--- src/rtl/lcd_num_arbiter.sv ---
// Two-requester arbiter for the LCD display digit. Accepted values are applied on the
// trailing edge of the field sync and then held for a minimum number of frames.
module lcd_num_arbiter #(
    parameter logic [3:0]  DEFAULT_NUM     = 4'd0,
    parameter int unsigned MIN_HOLD_FRAMES = 8,
    parameter logic        VS_POL          = 1'b0
) (
    input  logic       lcd_clk,
    input  logic       sys_rst_n,
    input  logic       lcd_vs,
    input  logic       req0,
    input  logic [3:0] num0,
    output logic       ack0,
    input  logic       req1,
    input  logic [3:0] num1,
    output logic       ack1,
    output logic       err,
    output logic [3:0] disp_num,
    output logic       owner,
    output logic       busy
);

    localparam int unsigned NUM_W = 4;
    localparam int unsigned CNT_W = 8;
    localparam logic [NUM_W-1:0] MAX_NUM   = NUM_W'(9);
    localparam logic [CNT_W-1:0] HOLD_LAST = CNT_W'(MIN_HOLD_FRAMES - 1);

    typedef enum logic [1:0] {
        ST_IDLE = 2'd0,
        ST_PEND = 2'd1,
        ST_HOLD = 2'd2
    } state_e;

    state_e           state_q, state_d;
    logic             vs_q;
    logic             ack0_q, ack0_d;
    logic             ack1_q, ack1_d;
    logic             err_q, err_d;
    logic [NUM_W-1:0] disp_q, disp_d;
    logic             owner_q, owner_d;
    logic [NUM_W-1:0] pend_num_q, pend_num_d;
    logic             pend_owner_q, pend_owner_d;
    logic [CNT_W-1:0] hold_cnt_q, hold_cnt_d;
    logic             busy_q;

    logic             tick;
    logic             win;
    logic             take;
    logic             take_ok;
    logic             load;
    logic [NUM_W-1:0] take_num;

    // Frame boundary is the trailing edge of the sync pulse.
    assign tick = (vs_q == VS_POL) && (lcd_vs != VS_POL);

    // A pending ack closes the window so a still-high req is not captured twice.
    assign win      = !ack0_q && !ack1_q &&
                      ((state_q == ST_IDLE) || ((state_q == ST_HOLD) && owner_q && req0));
    assign take     = win && (req0 || req1);
    assign take_num = req0 ? num0 : num1;
    assign take_ok  = (take_num <= MAX_NUM);
    assign load     = take && take_ok;

    always_ff @(posedge lcd_clk or negedge sys_rst_n) begin
        if (!sys_rst_n) begin
            state_q <= ST_IDLE;
        end else begin
            state_q <= state_d;
        end
    end

    always_comb begin
        state_d = state_q;
        case (state_q)
            ST_IDLE: if (load) state_d = ST_PEND;
            ST_PEND: if (tick) state_d = ST_HOLD;
            ST_HOLD: begin
                if (load) begin
                    state_d = ST_PEND;
                end else if (tick && (hold_cnt_q == HOLD_LAST)) begin
                    state_d = ST_IDLE;
                end
            end
            default: state_d = ST_IDLE;
        endcase
    end

    always_comb begin
        ack0_d       = 1'b0;
        ack1_d       = 1'b0;
        err_d        = 1'b0;
        disp_d       = disp_q;
        owner_d      = owner_q;
        pend_num_d   = pend_num_q;
        pend_owner_d = pend_owner_q;
        hold_cnt_d   = hold_cnt_q;

        if (take) begin
            ack0_d = req0;
            ack1_d = !req0;
            err_d  = !take_ok;
        end
        if (load) begin
            pend_num_d   = take_num;
            pend_owner_d = !req0;
        end

        case (state_q)
            ST_PEND: begin
                if (tick) begin
                    disp_d     = pend_num_q;
                    owner_d    = pend_owner_q;
                    hold_cnt_d = '0;
                end
            end
            ST_HOLD: begin
                if (tick && !load && (hold_cnt_q != '1)) begin
                    hold_cnt_d = hold_cnt_q + CNT_W'(1);
                end
            end
            default: ;
        endcase
    end

    always_ff @(posedge lcd_clk or negedge sys_rst_n) begin
        if (!sys_rst_n) begin
            vs_q         <= ~VS_POL;
            ack0_q       <= 1'b0;
            ack1_q       <= 1'b0;
            err_q        <= 1'b0;
            disp_q       <= DEFAULT_NUM;
            owner_q      <= 1'b0;
            pend_num_q   <= '0;
            pend_owner_q <= 1'b0;
            hold_cnt_q   <= '0;
            busy_q       <= 1'b0;
        end else begin
            vs_q         <= lcd_vs;
            ack0_q       <= ack0_d;
            ack1_q       <= ack1_d;
            err_q        <= err_d;
            disp_q       <= disp_d;
            owner_q      <= owner_d;
            pend_num_q   <= pend_num_d;
            pend_owner_q <= pend_owner_d;
            hold_cnt_q   <= hold_cnt_d;
            busy_q       <= (state_d != ST_IDLE);
        end
    end

    assign ack0     = ack0_q;
    assign ack1     = ack1_q;
    assign err      = err_q;
    assign disp_num = disp_q;
    assign owner    = owner_q;
    assign busy     = busy_q;

endmodule
--- config.mk ---
export PLATFORM = sky130hd
export DESIGN_NAME = lcd_num_arbiter
export DESIGN_NICKNAME = d
export VERILOG_FILES = /design/src/rtl/lcd_num_arbiter.sv
export SDC_FILE = /design/constraint.sdc
export NUM_CORES = 1
export LEC_CHECK = 0
export CORE_MARGIN = 2
export CORE_UTILIZATION = 45
export DETAILED_ROUTE_END_ITERATION = 8
export HOLD_SLACK_MARGIN = 0.15
export MAX_ROUTING_LAYER = met4
export PLACE_DENSITY = 0.69
export SKIP_CTS_REPAIR_TIMING = 1
export SLEW_MARGIN = 25
export SYNTH_ARGS = -nofsm -noshare
export SYNTH_HDL_FRONTEND = slang
export SYNTH_SLANG_ARGS = --single-unit
--- constraint.sdc ---
create_clock -name lcd_clk -period 2.2 [get_ports lcd_clk]
set_input_delay 0.33 -clock lcd_clk [delete_from_list [all_inputs] [get_ports lcd_clk]]
set_output_delay 0.33 -clock lcd_clk [all_outputs]
set_load 0.02 [all_outputs]
# [After elaboration in Yosys (flattened, before gate mapping)]
# Index checks and enable logic that the tools add are counted.
[op_classes] n_addsub=1 order_cmp=1 eq_ne=6 n_mux=12 bitwise_logic=1 n_reduce_logical=22
[op_table] operator="2-to-1 mux 8 bit" count=2
[op_table] operator="case mux 8 bit (2 select lines)" count=1
[op_table] operator="logical AND 1 bit" count=10
[op_table] operator="adder 8 x 1 -> 8 bit, second input constant" count=1
[op_table] operator="equality test 8 x 3 -> 1 bit, second input constant" count=1
[op_table] operator="2-to-1 mux 2 bit" count=4
[op_table] operator="!= test 8 bit, second input constant" count=1
[op_table] operator="case mux 2 bit (3 select lines)" count=1
[op_table] operator="zero test 1 bit" count=5
[op_table] operator="less-or-equal comparator 4 bit, second input constant" count=1
[op_table] operator="2-to-1 mux 4 bit" count=1
[op_table] operator="nonzero test 2 bit" count=2
[op_table] operator="2-to-1 mux 1 bit" count=3
[op_table] operator="AND reduction 3 bit" count=1
[op_table] operator="equality test 2 x 1 -> 1 bit, second input constant" count=1
[op_table] operator="equality test 2 bit, second input constant" count=1
[op_table] operator="zero test 2 bit" count=1
[op_table] operator="logical OR 1 bit" count=2
[op_table] operator="!= test 2 x 1 -> 1 bit, second input constant" count=1
[op_table] operator="!= test 2 bit, second input constant" count=1
[op_table] operator="AND reduction 2 bit" count=1
[op_table] operator="inverter 1 bit" count=1
[totals] reg_bits=25 inputBits=13 output_inout_bits=9 wordCells=54

# [Depth between registers and ports, before layout]
[depth] depth_word=12 depth_mapped=5 ltp_nobuf=5

# [Worst setup path before layout]
# Ideal clock, no wire load.
[synth_path] path_type="register -> register" start="register ack1_q (netlist: ack1)" end="register pend_num_q[0]" setup_time_ns=0.125 t_arrival_ns=1.438 required_time_ns=2.075 slack_ns=0.637 path_stages_with_launch=5 n_path_buf=0 synth_period_minus_slack_ns=1.563 path_cell_list="dfrtp_1 nor3_4 o21ai_1 a211oi_2 mux2_2"
[synth_between] elab_chain_cells=5
[synth_rtl] item="start: declaration" line_no="37" rtl="logic ack1_q, ack1_d;"
[synth_rtl] item="start signal: assignment" line_no="140" rtl="ack1_q <= ack1_d;"
[synth_rtl] item="zero test 1 bit" line_no="57" rtl="assign win = !ack0_q && !ack1_q &&"
[synth_rtl] item="logical AND 1 bit (2 in series)" line_no="57"
[synth_rtl] item="logical AND 1 bit" line_no="59" rtl="assign take = win && (req0 || req1);"
[synth_rtl] item="logical AND 1 bit" line_no="62" rtl="assign load = take && take_ok;"
[synth_rtl] item="end signal: assignment" line_no="144" rtl="pend_num_q <= pend_num_d;"
[synth_rtl] item="end: declaration" line_no="41" rtl="logic [NUM_W-1:0] pend_num_q, pend_num_d;"
# No other way between the ends.
# A chain may end at the register's enable or synchronous reset.

# [Worst setup path after layout]
[layout_path] start="input port req0" end="register pend_num_q[0]"
[layout_between] elab_chain_cells=5 elab_cells_between_ends=8 cone_classes="order compare (1); mux (1); reduce/logical (6)"
[layout_rtl] item="start: declaration" line_no="11" rtl="input logic req0,"
[layout_rtl] item="parallel branches: the longest is 5 deep, another holds less-or-equal comparator 4 bit"
# Several ways; the timed one is not identified.

==> flow_summary.yaml <==
pwr:
  vdd_ir_drop_max_mv: 0.658
  p_leak_nw: 0.683
  power_density_mw_per_mm2: 1230
setup_path:
  crit_fanout: 8
  cpMaxStageDelayCell: "clkdlybuf4s50_1"
  worstSetupPathType: "in -> reg"
  path_cells: "clkdlybuf4s50_1 -> nand2b_2 -> o22ai_2 -> a211oi_2 -> mux2_2"
  arrival_ns: 2.02
  critPathLaunchType: "input port"
  required_ns: 2.41
  cp_slowest_stage_delay_ns: 0.62
  crit_path_end_kind: "register"
sta:
  relSlewSlack: 0.611
  min_period_ns: 1.81
  fin_worst_skew_ns: 0.00767
  hold_viol: 0
  fin_setup_tns_ns: 0
  maxSlewViolCount: 0
  rsz0062_at_grt: "false"
  setup_viol: 0
  max_slew.worst_pin.slew_ns: 0.583
  fmax_mhz: 554
  setup_slack_ns: 0.394
  fin_crit_sh: 0.821
floorplan:
  core-area_mm2: 0.00276
  num_rows: 19
  die_y_um: 58.1
  start_util: 0.477
  dieArea_mm2: 0.00337
  pin_count: 22
  die_w_um: 58.1
grt:
  grt_use_total: 0.180
  grt_pass1_vias: 987
  grt_max_degree: 26
  grt_pass1_wl_mm: 4.51
  grt_overflow_total: 0
  antenna_found_initial: 0
route:
  drc: 0
  wl_mm: 2.66
  via_per_inst: 5.82
  wl_per_cell_um: 14.8
  drtIter0Drc: 24
  ant_nets: 0
  num_vias: 1048
  firstDrtPassIters: 4
synthesis:
  synth.largest_area_cell: "dfrtp_1"
  syn_inst: 126
  synth_fp_nets: 140
  synthTopCellsByCount: "dfrtp_1, nand2_1, mux2_2, nor2_1, a31oi_1"
  ys_ff_latch: 25
  synth_cell_types: 44
  synthArstFlopShare: 1.00
  synth_edf_count: 0
  synth_area_leaders: "dfrtp_1, nand2_1, mux2_2"
  synthesis.area_mm2: 0.00132
  synth_seq_area_share: 0.476
  ys_warn_count: 0
  avgSynthCellArea_um2: 10.4
  synthDominantCellAreaShare: 0.456
  ys.flop_type: "dfrtp_1"
clock_tree:
  clock-sinks: 25
  clkSlewWorstSetupHoldPaths_ns: 0.13
  tritoncts: "yes"
  root_buffer: "clkbuf_4"
  cts_buffer_depth: 2
  htreeDepth: 1
  numCtsBuffers: 3
  clk-insertion-delay-late_ns: 0.32
status:
  outcome: "complete, no violations"
placement:
  port_buffers: 21
  place_ws_ns: 0.0433
  gp_congestion: 0.794
  dp.cells: 176
  detailedPlacementHpwl_mm: 2.01
min_path:
  min_path_type: "in -> async"
job:
  drv_cap: 0
finish:
  fin_cells: 180
  diodes: 0
  synthToLayoutAreaGrowth_pct: 19.5
  nets: 164
  multi_input_area_um2: 641
  fillers: 240
  regArea_um2: 627
  utilization: 0.570
  layout-drive-gt1-share: 0.141
==> final timing paths <==
path / from / to / slack, ns / cells after the start
setup / recovery: req0 / pend_num_q[0] / 0.39 / 5
max in group asynchronous: sys_rst_n / vs_q / 1.56 / 2
hold / removal: sys_rst_n / hold_cnt_q[0] / 0.36 / 2
hold reg to reg: pend_num_q[0] / disp_num[0] / 0.48 / 2
min in group lcd_clk: lcd_vs / vs_q / 0.47 / 1
setup reg to reg: state_q[0] / pend_num_q[0] / 0.46 / 4
==> layout by cell type, fill, tap and decap left out, types with 2 or more instances in the layout <==
cell type        instances
dfrtp_1                 24
nand4_1                  2
buf_4                    2
inv_1                    4
mux2_2                   7
clkbuf_4                 3
a211o_1                  3
nor3_1                   3
o21ai_0                  3
a21o_1                   2
nand3_1                  4
a21oi_1                  2
nand2_1                 24
nor2_1                   7
a31oi_1                  5
o21ai_1                  2
nand2b_1                 4
clkdlybuf4s50_1         21
==> stage by stage <==
step                power, mW  cell area [µm²]  hold WS, ns
floorplan                1.44             1320       0.0344
global placement         1.70             1550        0.447
detailed placement       1.74             1550        0.462
CTS                      1.95             1570        0.365
global route             2.08             1570        0.368
finish                   1.93             1570        0.359
==> sequential cells by signal, indices dropped and copies added, names as in the netlist <==
register,flops
ack1,1
err,1
hold_cnt_q,8
ack0,1
vs_q,1
busy,1
pend_owner_q,1
state_q,2
disp_num,4
pend_num_q,4
owner,1
==> cell type report <==
type	count	area share
repair buffers	23	0.143
inverters	4	0.00955
flip-flops and latches	25	0.399
well taps	31	0.0247
clock buffers	4	0.0167
multi-input cells	93	0.407
==> power by group <==
| part | switching [mW] | internal [mW] | leakage, nW |
|---|---|---|---|
| clock | 0.134 | 0.0709 | 0.0150 |
| sequential | 0.204 | 0.649 | 0.299 |
| combinational | 0.455 | 0.417 | 0.369 |
==> layer usage <==
layer | vias to the layer above | GRT usage | part of all wire
met5 | - | - | 0
met4 | 0 | 0.0698 | 0.016
met3 | 4 | 0.0268 | 0.028
met2 | 18 | 0.271 | 0.48
met1 | 514 | 0.247 | 0.48
li1 | 512 | - | -
==> critical path, delay by kind of cell <==
family	cells	cell delay [ns]
buffers and inverters	1	0.62
muxes	1	0.38
AOI/OAI and AO/OA	2	0.49
and+or+nand+nor	1	0.20
==> kinds of logic (layout without fill, tap and decap cells) <==
| family | after synthesis | count (layout) | synth area share |
|---|---|---|---|
| muxes | 9 | 9 | 0.0760 |
| DFF | 25 | 25 | 0.476 |
| buffers and inverters | 8 | 31 | 0.0371 |
| and+or+nand+nor | 56 | 56 | 0.227 |
| adders and majority gates | 1 | 1 | 0.00950 |
| AOI/OAI and AO/OA | 27 | 27 | 0.174 |
Power figures use the tool's default switching activity.
